<file path="config.mk">
export PLATFORM = sky130hd
export DESIGN_NAME = prbs_test_sequencer
export DESIGN_NICKNAME = d
export VERILOG_FILES = /design/src/rtl/prbs_pkg.sv /design/src/rtl/prbs_test_sequencer_sat_counter.sv /design/src/rtl/prbs_test_sequencer.sv
export SDC_FILE = /design/constraint.sdc
export NUM_CORES = 1
export LEC_CHECK = 0
export ABC_AREA = 1
export CORE_MARGIN = 3
export CORE_UTILIZATION = 39
export CTS_BUF_LIST = sky130_fd_sc_hd__clkbuf_8
export CTS_CLUSTER_SIZE = 20
export DETAILED_ROUTE_END_ITERATION = 10
export PLACE_DENSITY = 0.67
export SYNTH_ARGS = -nofsm -noshare
export SYNTH_HDL_FRONTEND = slang
export SYNTH_SLANG_ARGS = --single-unit
</file>
<file path="constraint.sdc">
create_clock -name CLK -period 1.9 [get_ports CLK]
set_clock_uncertainty 0.15 [all_clocks]
set_input_delay 0.285 -clock CLK [delete_from_list [all_inputs] [get_ports CLK]]
set_output_delay 0.285 -clock CLK [all_outputs]
set_load 0.01 [all_outputs]
</file>
<file path="src/rtl/prbs_pkg.sv">
// Shared types and constants for the PRBS test sequencer.
package prbs_pkg;

    typedef enum logic [1:0] {
        IDLE = 2'd0,
        LOAD = 2'd1,
        RUN  = 2'd2,
        DONE = 2'd3
    } seq_state_t;

    localparam int BYTES_PER_PATTERN = 4;

endpackage

</file>
<file path="src/rtl/prbs_test_sequencer_sat_counter.sv">
// Up-counter that holds at all-ones instead of wrapping.
module sat_counter #(
    parameter int W = 16
) (
    input  logic         clk,
    input  logic         rst,
    input  logic         i_inc,
    input  logic         i_clr,
    output logic [W-1:0] o_q
);

    logic [W-1:0] r_q;

    always_ff @(posedge clk) begin
        if (rst || i_clr) begin
            r_q <= '0;
        end else if (i_inc && !(&r_q)) begin
            r_q <= r_q + 1'b1;
        end
    end

    assign o_q = r_q;

endmodule

</file>
<file path="src/rtl/prbs_test_sequencer.sv">
// Run controller for the PRBS generator + pattern detector: loads config,
// times a detection window, reports pass/fail and keeps saturating tallies.
module prbs_test_sequencer
    import prbs_pkg::*;
#(
    parameter int MARGIN  = 16,
    parameter int CNT_W   = 11,
    parameter int TALLY_W = 16
) (
    input  logic               CLK,
    input  logic               RST,
    input  logic               start,
    input  logic               abort,
    input  logic               soak,
    input  logic [31:0]        cfg_pattern,
    input  logic [7:0]         cfg_n,
    output logic               dp_rstn,
    output logic [31:0]        dp_in,
    output logic [7:0]         dp_n,
    input  logic               pattern_detected,
    output logic               busy,
    output logic               done,
    output logic               pass,
    output logic               fail,
    output logic [TALLY_W-1:0] pass_cnt,
    output logic [TALLY_W-1:0] fail_cnt
);

    seq_state_t       r_state;
    logic [31:0]      r_dp_in;
    logic [7:0]       r_dp_n;
    logic [CNT_W-1:0] r_cnt;
    logic             r_pass;
    logic             r_fail;
    logic [CNT_W-1:0] w_limit;
    logic             w_done;

    // Window limit is 4*n + MARGIN; CNT_W is sized so this never overflows.
    assign w_limit = CNT_W'(r_dp_n) * CNT_W'(BYTES_PER_PATTERN) + CNT_W'(MARGIN);

    always_ff @(posedge CLK) begin
        if (RST) begin
            r_state <= IDLE;
            r_dp_in <= '0;
            r_dp_n  <= '0;
            r_cnt   <= '0;
            r_pass  <= 1'b0;
            r_fail  <= 1'b0;
        end else begin
            case (r_state)
                IDLE: begin
                    if (start) begin
                        r_dp_in <= cfg_pattern;
                        r_dp_n  <= cfg_n;
                        r_pass  <= 1'b0;
                        if (cfg_n == 8'd0) begin
                            r_fail  <= 1'b1;
                            r_state <= DONE;
                        end else begin
                            r_fail  <= 1'b0;
                            r_state <= LOAD;
                        end
                    end
                end
                LOAD: begin
                    r_cnt <= '0;
                    if (abort) begin
                        r_pass  <= 1'b0;
                        r_fail  <= 1'b0;
                        r_state <= IDLE;
                    end else begin
                        r_state <= RUN;
                    end
                end
                RUN: begin
                    // Abort beats timeout, and timeout beats a same-cycle detect.
                    if (abort) begin
                        r_pass  <= 1'b0;
                        r_fail  <= 1'b0;
                        r_state <= IDLE;
                    end else if (r_cnt >= w_limit) begin
                        r_fail  <= 1'b1;
                        r_state <= DONE;
                    end else if (pattern_detected) begin
                        r_pass  <= 1'b1;
                        r_state <= DONE;
                    end else begin
                        r_cnt <= r_cnt + 1'b1;
                    end
                end
                DONE: begin
                    if (abort || soak) begin
                        r_pass <= 1'b0;
                        r_fail <= 1'b0;
                    end
                    if (abort) begin
                        r_state <= IDLE;
                    end else if (soak) begin
                        r_state <= LOAD;
                    end else begin
                        r_state <= IDLE;
                    end
                end
                default: r_state <= IDLE;
            endcase
        end
    end

    // An abort landing on the DONE cycle suppresses both the pulse and the tally.
    assign w_done = (r_state == DONE) && !abort;

    sat_counter #(.W(TALLY_W)) u_pass_cnt (
        .clk   (CLK),
        .rst   (RST),
        .i_inc (w_done && r_pass),
        .i_clr (1'b0),
        .o_q   (pass_cnt)
    );

    sat_counter #(.W(TALLY_W)) u_fail_cnt (
        .clk   (CLK),
        .rst   (RST),
        .i_inc (w_done && r_fail),
        .i_clr (1'b0),
        .o_q   (fail_cnt)
    );

    assign dp_rstn = (r_state == RUN);
    assign dp_in   = r_dp_in;
    assign dp_n    = r_dp_n;
    assign busy    = (r_state != IDLE);
    assign done    = w_done;
    assign pass    = r_pass;
    assign fail    = r_fail;

endmodule
</file>
After elaboration in Yosys (flattened, before gate mapping)
Cells that the tools add are included.

Register bits: 87. Latch bits: 0. Memory bits (writable): 0. ROM bits: 0. Input bits: 46. Output and inout bits: 77. Logic and storage cells: 71. Memories: 0.

Add/sub/neg operators: 4. Multiply operators: 0. Div/mod/pow operators: 0. Order comparisons: 1. Equality and inequality tests: 13. Shifts and indexed selects: 0. Muxes and demuxes: 25. Bitwise operators: 0. Reduce and logical (&&, ||, !) cells: 20.

Operators with widths (count): 2-to-1 mux 11 bit (3); adder 16 x 1 -> 16 bit, second input constant (2); AND reduction 16 bit (2); case mux 11 bit (2 select lines) (1); 2-to-1 mux 1 bit (12); 2-to-1 mux 2 bit (6); inequality test 2 bit, second input constant (6); adder 10 x 5 -> 11 bit, second input constant (1); adder 11 x 1 -> 11 bit, second input constant (1); greater-or-equal comparator 11 bit (1); logical NOT 8 bit (1); case mux 1 bit (4 select lines) (2); case mux 2 bit (4 select lines) (1); AND reduction 4 bit (2); inequality test 3 x 2 -> 1 bit, second input constant (2); logical AND 1 bit (5); AND reduction 5 bit (1); equality test 2 bit, second input constant (2); inequality test 4 x 2 -> 1 bit, second input constant (1); AND reduction 2 bit (2); nonzero test 2 bit (2); logical NOT 1 bit (3); inequality test 3 bit, second input constant (1); equality test 2 x 1 -> 1 bit, second input constant (1); 2 further kinds (2).

Longest topological paths before layout
Gate-level depths: netlist (run 1).

Depth after elaboration: 5. Gate-level depth with buffers: 14.

Hierarchy
Synthesis (run 1) repeated with hierarchy kept, for this count alone.

Cells, all modules: 652. Area total of the unflattened synthesis: 4570.6 um^2.

By module, submodules not included: prbs_test_sequencer (times used 1, cells an instance 364, area each 2662.6 um^2); sat_counter (u_fail_cnt) (times used 1, cells an instance 144, area each 958.4 um^2); sat_counter (u_pass_cnt) (times used 1, cells an instance 144, area each 949.7 um^2).

Least setup slack after synthesis (run 1)
Ideal clock, no wire load.

Path type: register -> register. From: register r_dp_n[2], in the netlist dp_n[2]. To: register r_cnt[10]. Setup time: 132 ps. Arrival time: 1948 ps. Slack: -330 ps. Cell stages (with the launch flop): 14. Period minus slack after synthesis: 2230 ps. Cell sequence: dfxtp_1 -> ha_1 -> nand3_1 -> nand3b_1 -> ha_1 -> nand2_1 -> inv_1 -> nand2_1 -> nand2_1 -> nor2_1 -> nand3_2 -> buf_2 -> nand3_1 -> a21oi_1.

Cells in the longest elaborated chain, start to end: 4.

Ends and longest elaborated chain: start: declaration (RTL line prbs_test_sequencer.sv:31) `logic [7:0] r_dp_n;`; start signal: assignment (RTL line prbs_test_sequencer.sv:54) `r_dp_n <= cfg_n;`; adder 10 x 5 -> 11 bit (RTL line prbs_test_sequencer.sv:39) `assign w_limit = CNT_W'(r_dp_n) * CNT_W'(BYTES_PER_PATTERN) + CNT_W'(MARGIN);`; greater-or-equal comparator 11 bit (RTL line prbs_test_sequencer.sv:81) `end else if (r_cnt >= w_limit) begin`; inequality test 2 bit (no source line); AND reduction 4 bit (no source line); end signal: assignment (RTL line prbs_test_sequencer.sv:88) `r_cnt <= r_cnt + 1'b1;`; end: declaration (RTL line prbs_test_sequencer.sv:32) `logic [CNT_W-1:0] r_cnt;`.

Every way passes these cells. A chain may end at the register's enable or synchronous reset.

Worst setup path in the final report (run 1)
From: register r_dp_n[3], in the netlist dp_n[3]. To: register r_cnt[6].

The elaborated chain is that of the path after synthesis.

==> run_results.csv, run 1 <==
group,metric,value,unit
synthesis,syn_area,4500,µm²
drt,drt_pass1_iterations,4,
final_layout,drive_gt1_frac,0.136,
clocking,clk_pin_slew,90,ps
clocking,cts_buffers,9,
setup_path,cp.arrival,2320,ps
timing,finalCritPeriodShare,1.15,
synthesis,synth_cell_type_count,28,
synthesis,yosys_warnings,0,
clocking,clockBufferDepth,2,
timing,slew_violations,0,
synthesis,synth_fp_nets,714,
synthesis,yosysTopAreaCell,"dfxtp_1",
setup_path,worst_setup_path_start_kind,"register",
final_layout,num_antenna_cells,0,
grt,antenna_found_initial,0,
power_and_ir_drop,power_density,657,nW/µm²
timing,setup_violations,14,
setup_path,critPathKind,"reg2reg",
die,io_pins,123,
synthesis,synth_top_area_share,0.387,
drt,viasPerCell,4.85,
synthesis,synth_edf_count,0,
timing,slew-limit-headroom,0.751,
drt,drt_iter0_drc,221,
placement,place.gp.congestion,0.859,
outcome,status,"finished, violations left",
power_and_ir_drop,vdd_drop_max,0.000443,V
synthesis,synth_cells,654,
clocking,cts_tree,"built",
die,start_util,0.406,
grt,grt_pass1_vias,4511,
synthesis,ys_ff_latch,87,
grt,grt.total_usage,0.194,
timing,finalHoldViolCount,0,
die,die_y,113,µm
power_and_ir_drop,power.leakage,2.57,nW
timing,fin_crit,2180,ps
timing,finalWorstSetupSlack,-276,ps
final_layout,nets,879,
die,rows,38,
placement,pre_cts_slack,-330,ps
clocking,clock-sinks,87,
timing,rsz0062_at_grt,"true",
synthesis,synth_common_cells,"139 x nor2_1, 133 x nand2_1, 87 x dfxtp_1, 55 x inv_1, 51 x o21ai_0",
grt,grt.overflow.total,0,
grt,grt_pass1_wl,20400,µm
job,drv_cap,0,
setup_path,crit_path_end_kind,"register",
worst_hold_path,hold_path.class,"in2reg",
drt,drtAntennaViolNets,0,
outcome,violations,"setup timing",
setup_path,cp.required,2050,ps
grt,grt_max_degree,40,
drt,totalWireLength,12400,µm
setup_path,critPathMaxFanout,5,
timing,tightestPinTransition,374,ps
placement,dp_hpwl,9440,µm
placement,portBuffers,122,
synthesis,synth_area_leaders,"dfxtp_1 39%, nor2_1 12%, nand2_1 11%",
final_layout,area_growth,44.1,%
synthesis,synth-seq-area-share,0.387,
power_and_ir_drop,finalPower,4.26,mW
synthesis,synthFlopType,"dfxtp_1",
clocking,clock_latency,370,ps
drt,via_count,4672,
synthesis,syn_area_per_cell,6.88,µm²
clocking,clock-root-buffer,"clkbuf_8",
clocking,cts_max_level,3,
timing,max_freq,0.460,GHz
synthesis,synth.most_common_cell,"nor2_1",
die,die_x,113,µm
die,core,11100,µm²
drt,drc,0,
drt,wl_per_cell,12.8,µm
synthesis,async_reset_ff_frac,0,
die,die_area,12900,µm²
[sequential cells by signal, indices dropped and copies added, names as in the netlist]
register / flops
r_state: 2
r_cnt: 11
dp_in: 32
pass: 1
u_fail_cnt.o_q: 16
fail: 1
u_pass_cnt.o_q: 16
dp_n: 8
[cells in the final DEF, fill, tap and decap left out, drive strengths merged]
cell / instances
nand2: 138
nor2: 146
nor3: 15
xor2: 16
nor3b: 1
a21oi: 42
nand3b: 3
inv: 61
nor4: 1
clkinv: 4
o21ai: 51
clkinvlp: 1
nand3: 40
clkbuf: 9
dlygate4sd2: 3
dfxtp: 87
buf: 56
ha: 14
bufinv: 1
xnor2: 14
clkdlybuf4s50: 119
nand4: 2
[final cells by class]
class                   count  area (µm²)
clock buffers               9         124
repair buffers            178        1660
flip-flops and latches     87        1760
clock inverters             7        65.1
well taps                 140         175
fillers                  1049        4590
inverters                  60         228
multi-input cells         483        2480
[kinds of logic after synthesis]
kind of cell    after synthesis  share of synthesized area
simple gates                346                      0.332
compound gates               93                      0.103
flops                        87                      0.387
buf+inv                      84                     0.0809
xor+xnor                     30                     0.0584
fa+ha+maj                    14                     0.0389
[critical path: stages, from the launching register on]
cell and delay [ps]:
dfxtp_4 370, ha_4 140, nand3_2 80, nand3b_1 200, ha_4 300, nand2_4 50, nor2_2 110, nand2_1 70
nor2_2 130, nor2_4 60, nand3_4 110, buf_4 130, nand3_1 60, a21oi_1 140
[final timing paths]
kind,from,end,slack (ps),cells past startpoint
hold / removal,cfg_pattern[11],dp_in[11]$_SDFFE_PP0P_,340,3
setup / recovery,dp_n[3]$_SDFFE_PP0P_,r_cnt[6]$_SDFFE_PP0P_,-280,13
hold reg to reg,u_pass_cnt.o_q[14]$_SDFFE_PP0P_,u_pass_cnt.o_q[14]$_SDFFE_PP0P_,340,2
setup reg to reg,dp_n[3]$_SDFFE_PP0P_,r_cnt[6]$_SDFFE_PP0P_,-280,13
[power breakdown]
part	leakage (nW)	internal (mW)	switching, mW
sequential	0.714	1.95	0.0773
combinational	1.75	0.475	0.486
clock	0.102	0.599	0.673
[routing by layer]
layer / global-route usage / vias up / part of all wire
met5: 0 / - / 0
met4: 0.0697 / 0 / 0.016
met3: 0.0716 / 16 / 0.092
met2: 0.316 / 140 / 0.46
met1: 0.235 / 2113 / 0.44
li1: - / 2403 / -
[through the flow]
| step | cell area (µm²) | util | hold slack (ps) | cells | TNS, ps |
|---|---|---|---|---|---|
| global route | 6490 | 0.586 | 345 | 964 | -5740 |
| detailed placement | 6210 | 0.560 | 340 | 946 | -3820 |
| finish | 6490 | 0.586 | 345 | 964 | -3470 |
| global placement | 6210 | 0.560 | 338 | 946 | -2900 |
| floorplan | 4530 | - | 269 | 654 | -1680 |
| CTS | 6420 | 0.580 | 323 | 963 | -3610 |
[what timing repair did]
item | CTS | global route
resized for setup | 9 | 17
buffers inserted | 1 | 1
hold buffers | 0 | 0
pin swaps | 6 | 4
setup endpoints to repair | 17 | 18
Note: power is estimated with default switching activity, not from simulation.
==> run 2, diff against run 1 <==
- CORE_ASPECT_RATIO: default -> 1.75
==> run 2 against run 1 <==
  * The run still ends with setup timing left
  * First-iteration DRC count is 16% lower
  * Non-clock buffer count is 7 lower
  * Final area is 0.83% higher
  * Die area is 0.39% higher
  * Register-to-register slack worse by 50 ps
  * Critical path type unchanged
  * Critical endpoint is now r_cnt[7]$_SDFFE_PP0P_
  * Largest power group unchanged
==> run_results.csv, run 2 (synthesis results as in run 1) <==
group,metric,value,unit
timing,finalHoldViolCount,0,
setup_path,cp.arrival,2320,ps
drt,via_count,4709,
timing,slew-limit-headroom,0.738,
outcome,status,"finished, violations left",
setup_path,cp-startpoint,"dp_n[3]$_SDFFE_PP0P_",
setup_path,cp_num_cells,11,
final_layout,n_fill_cell,1037,
placement,post_dp_cell_area,6140,µm²
die,die_x,87.2,µm
final_layout,multi_input_area,2580,µm²
job,drv_cap,0,
clocking,clock-sinks,87,
timing,max_freq,0.449,GHz
setup_path,critPathMaxFanout,5,
clocking,clock-root-buffer,"clkbuf_8",
final_layout,num_antenna_cells,0,
timing,fin_crit,2230,ps
setup_path,critPathMaxStageDelay,380,ps
setup_path,cp_slowest_cell,"dfxtp_4",
timing,tightestPinTransition,389,ps
power_and_ir_drop,vdd_drop_max,0.000455,V
placement,portBuffers,122,
setup_path,cp.required,2000,ps
drt,drc,0,
grt,antenna_found_initial,0,
power_and_ir_drop,power.leakage,2.53,nW
die,io_pins,123,
die,start_util,0.401,
outcome,violations,"setup timing",
timing,rsz0062_at_grt,"true",
grt,grt_pass1_vias,4679,
setup_path,path_buf_inv,1,
clocking,clk_pin_slew,90,ps
setup_path,crit_path_end_kind,"register",
setup_path,rr_worst_depth,11,
final_layout,area_growth,45.3,%
timing,holdWs,337,ps
drt,totalWireLength,12700,µm
final_layout,final_cell_mix,"134 x nor2_1, 128 x nand2_1, 119 x clkdlybuf4s50_1, 77 x dfxtp_1, 54 x inv_1",
timing,setup_violations,14,
setup_path,reg2reg_from,"dp_n[3]$_SDFFE_PP0P_",
setup_path,crit_end,"r_cnt[7]$_SDFFE_PP0P_",
power_and_ir_drop,power_density,657,nW/µm²
drt,drt_iter0_drc,186,
final_layout,final_cell_area,6540,µm²
grt,grt_max_degree,56,
placement,place.gp.congestion,0.858,
timing,finalWorstSetupSlack,-326,ps
clocking,clockBufferDepth,2,
placement,dp_hpwl,9490,µm
timing,finalCritPeriodShare,1.17,
drt,viasPerCell,4.96,
final_layout,largest_reg_flops,32,
drt,wl_per_cell,13.4,µm
setup_path,critPathKind,"reg2reg",
final_layout,seq_area,1760,µm²
die,die_y,148,µm
grt,grt.total_usage,0.198,
die,rows,51,
setup_path,worst_setup_path_start_kind,"register",
final_layout,nets,872,
setup_path,reg2reg_to,"r_cnt[7]$_SDFFE_PP0P_",
timing,slew_violations,0,
clocking,cts_buffers,9,
final_layout,layout_commonest_cell,"nor2_1",
final_layout,drive_gt1_frac,0.155,
worst_hold_path,hold_path.class,"reg2reg",
clocking,cts_tree,"built",
grt,grt_pass1_wl,20700,µm
die,die_area,12900,µm²
grt,grt.overflow.total,0,
drt,drt_pass1_iterations,4,
setup_path,r2r_slack,-330,ps
clocking,clock_latency,370,ps
drt,drtAntennaViolNets,0,
die,core,11200,µm²
clocking,cts_max_level,3,
setup_path,critPathTopFamily,"simple AND/OR/NAND/NOR gates",
setup_path,worstPathCellList,"ha_4 -> nand3_4 -> nand3b_1 -> ha_4 -> a21oi_1 -> nand2_1 -> nor2_2 -> nand3_4 -> buf_6 -> nand3_1 -> a21oi_2",
run 2: cell count changes in the layout (fill, tap and decap cells not counted), sizes merged:
cell    delta
buf        -7
inv        -2
clkinv     +2
run 2: worst min path at each step:
| stage | from | slack (ps) | cells past startpoint | end |
|---|---|---|---|---|
| 2_1_floorplan | cfg_n[2] | 270 | 2 | dp_n[2]$_SDFFE_PP0P_ |
| 3_3_place_gp | dp_n[1]$_SDFFE_PP0P_ | 330 | 2 | dp_n[1]$_SDFFE_PP0P_ |
| 3_5_place_dp | dp_n[1]$_SDFFE_PP0P_ | 330 | 2 | dp_n[1]$_SDFFE_PP0P_ |
| 4_1_cts | cfg_pattern[7] | 340 | 3 | dp_in[7]$_SDFFE_PP0P_ |
| 5_1_grt | cfg_pattern[15] | 360 | 3 | dp_in[15]$_SDFFE_PP0P_ |
| 6_report | dp_n[1]$_SDFFE_PP0P_ | 340 | 2 | dp_n[1]$_SDFFE_PP0P_ |
run 2: power breakdown:
group,leakage (nW),switching [mW],internal [mW]
combinational,1.72,0.493,0.475
clock,0.100,0.692,0.599
sequential,0.716,0.0843,1.95
total,2.53,1.27,3.03
run 2: layer usage:
metal | routed length (µm) | track usage | vias to the layer above
li1 | - | - | 2384
met1 | 4780 | 0.203 | 2152
met2 | 6680 | 0.362 | 142
met3 | 842 | 0.0532 | 31
met4 | 377 | 0.0922 | 0
met5 | 0 | 0 | -
run 2: worst register-to-register path, stage by stage, from the launching register on:
cell	delay (ps)
dfxtp_4	380
ha_4	160
nand3_4	80
nand3b_1	210
ha_4	250
a21oi_1	170
nand2_1	90
nor2_2	150
nand3_4	160
buf_6	170
nand3_1	90
a21oi_2	60
run 2: repair_timing:
action	4_1_cts	5_1_grt
gates cloned	1	0
resized for setup	19	32
pin swaps	2	14
endpoints found under the hold margin	0	0
buffers inserted	0	3
hold buffers	0	0
endpoints found under the setup margin	17	40
run 2: cell type report:
cell class | count | share of cell area
Inverter | 60 | 0.0348
Timing Repair Buffer | 171 | 0.247
Clock buffer | 9 | 0.0189
Tap cell | 132 | 0.0252
Multi-Input combinational cell | 483 | 0.394
Clock inverter | 7 | 0.00995
Sequential cell | 87 | 0.269
run 2: metrics by stage:
| stage | worst slack, ps | power [mW] | TNS [ps] | utilization | cells |
|---|---|---|---|---|---|
| 6_report | -326 | 4.30 | -3850 | 0.582 | 949 |
| 2_1_floorplan | -154 | 2.50 | -1680 | - | 654 |
| 5_1_grt | -416 | 4.52 | -5010 | 0.582 | 949 |
| 3_3_place_gp | -198 | 2.98 | -2260 | 0.547 | 929 |
| 3_5_place_dp | -319 | 3.01 | -3670 | 0.547 | 929 |
| 4_1_cts | -287 | 4.31 | -3320 | 0.570 | 946 |
==> run 3, diff against run 2 <==
- CAP_MARGIN: default -> 10
==> results of run 3 <==
Same layout as run 2: the final DEF is identical, and so are final timing and power.
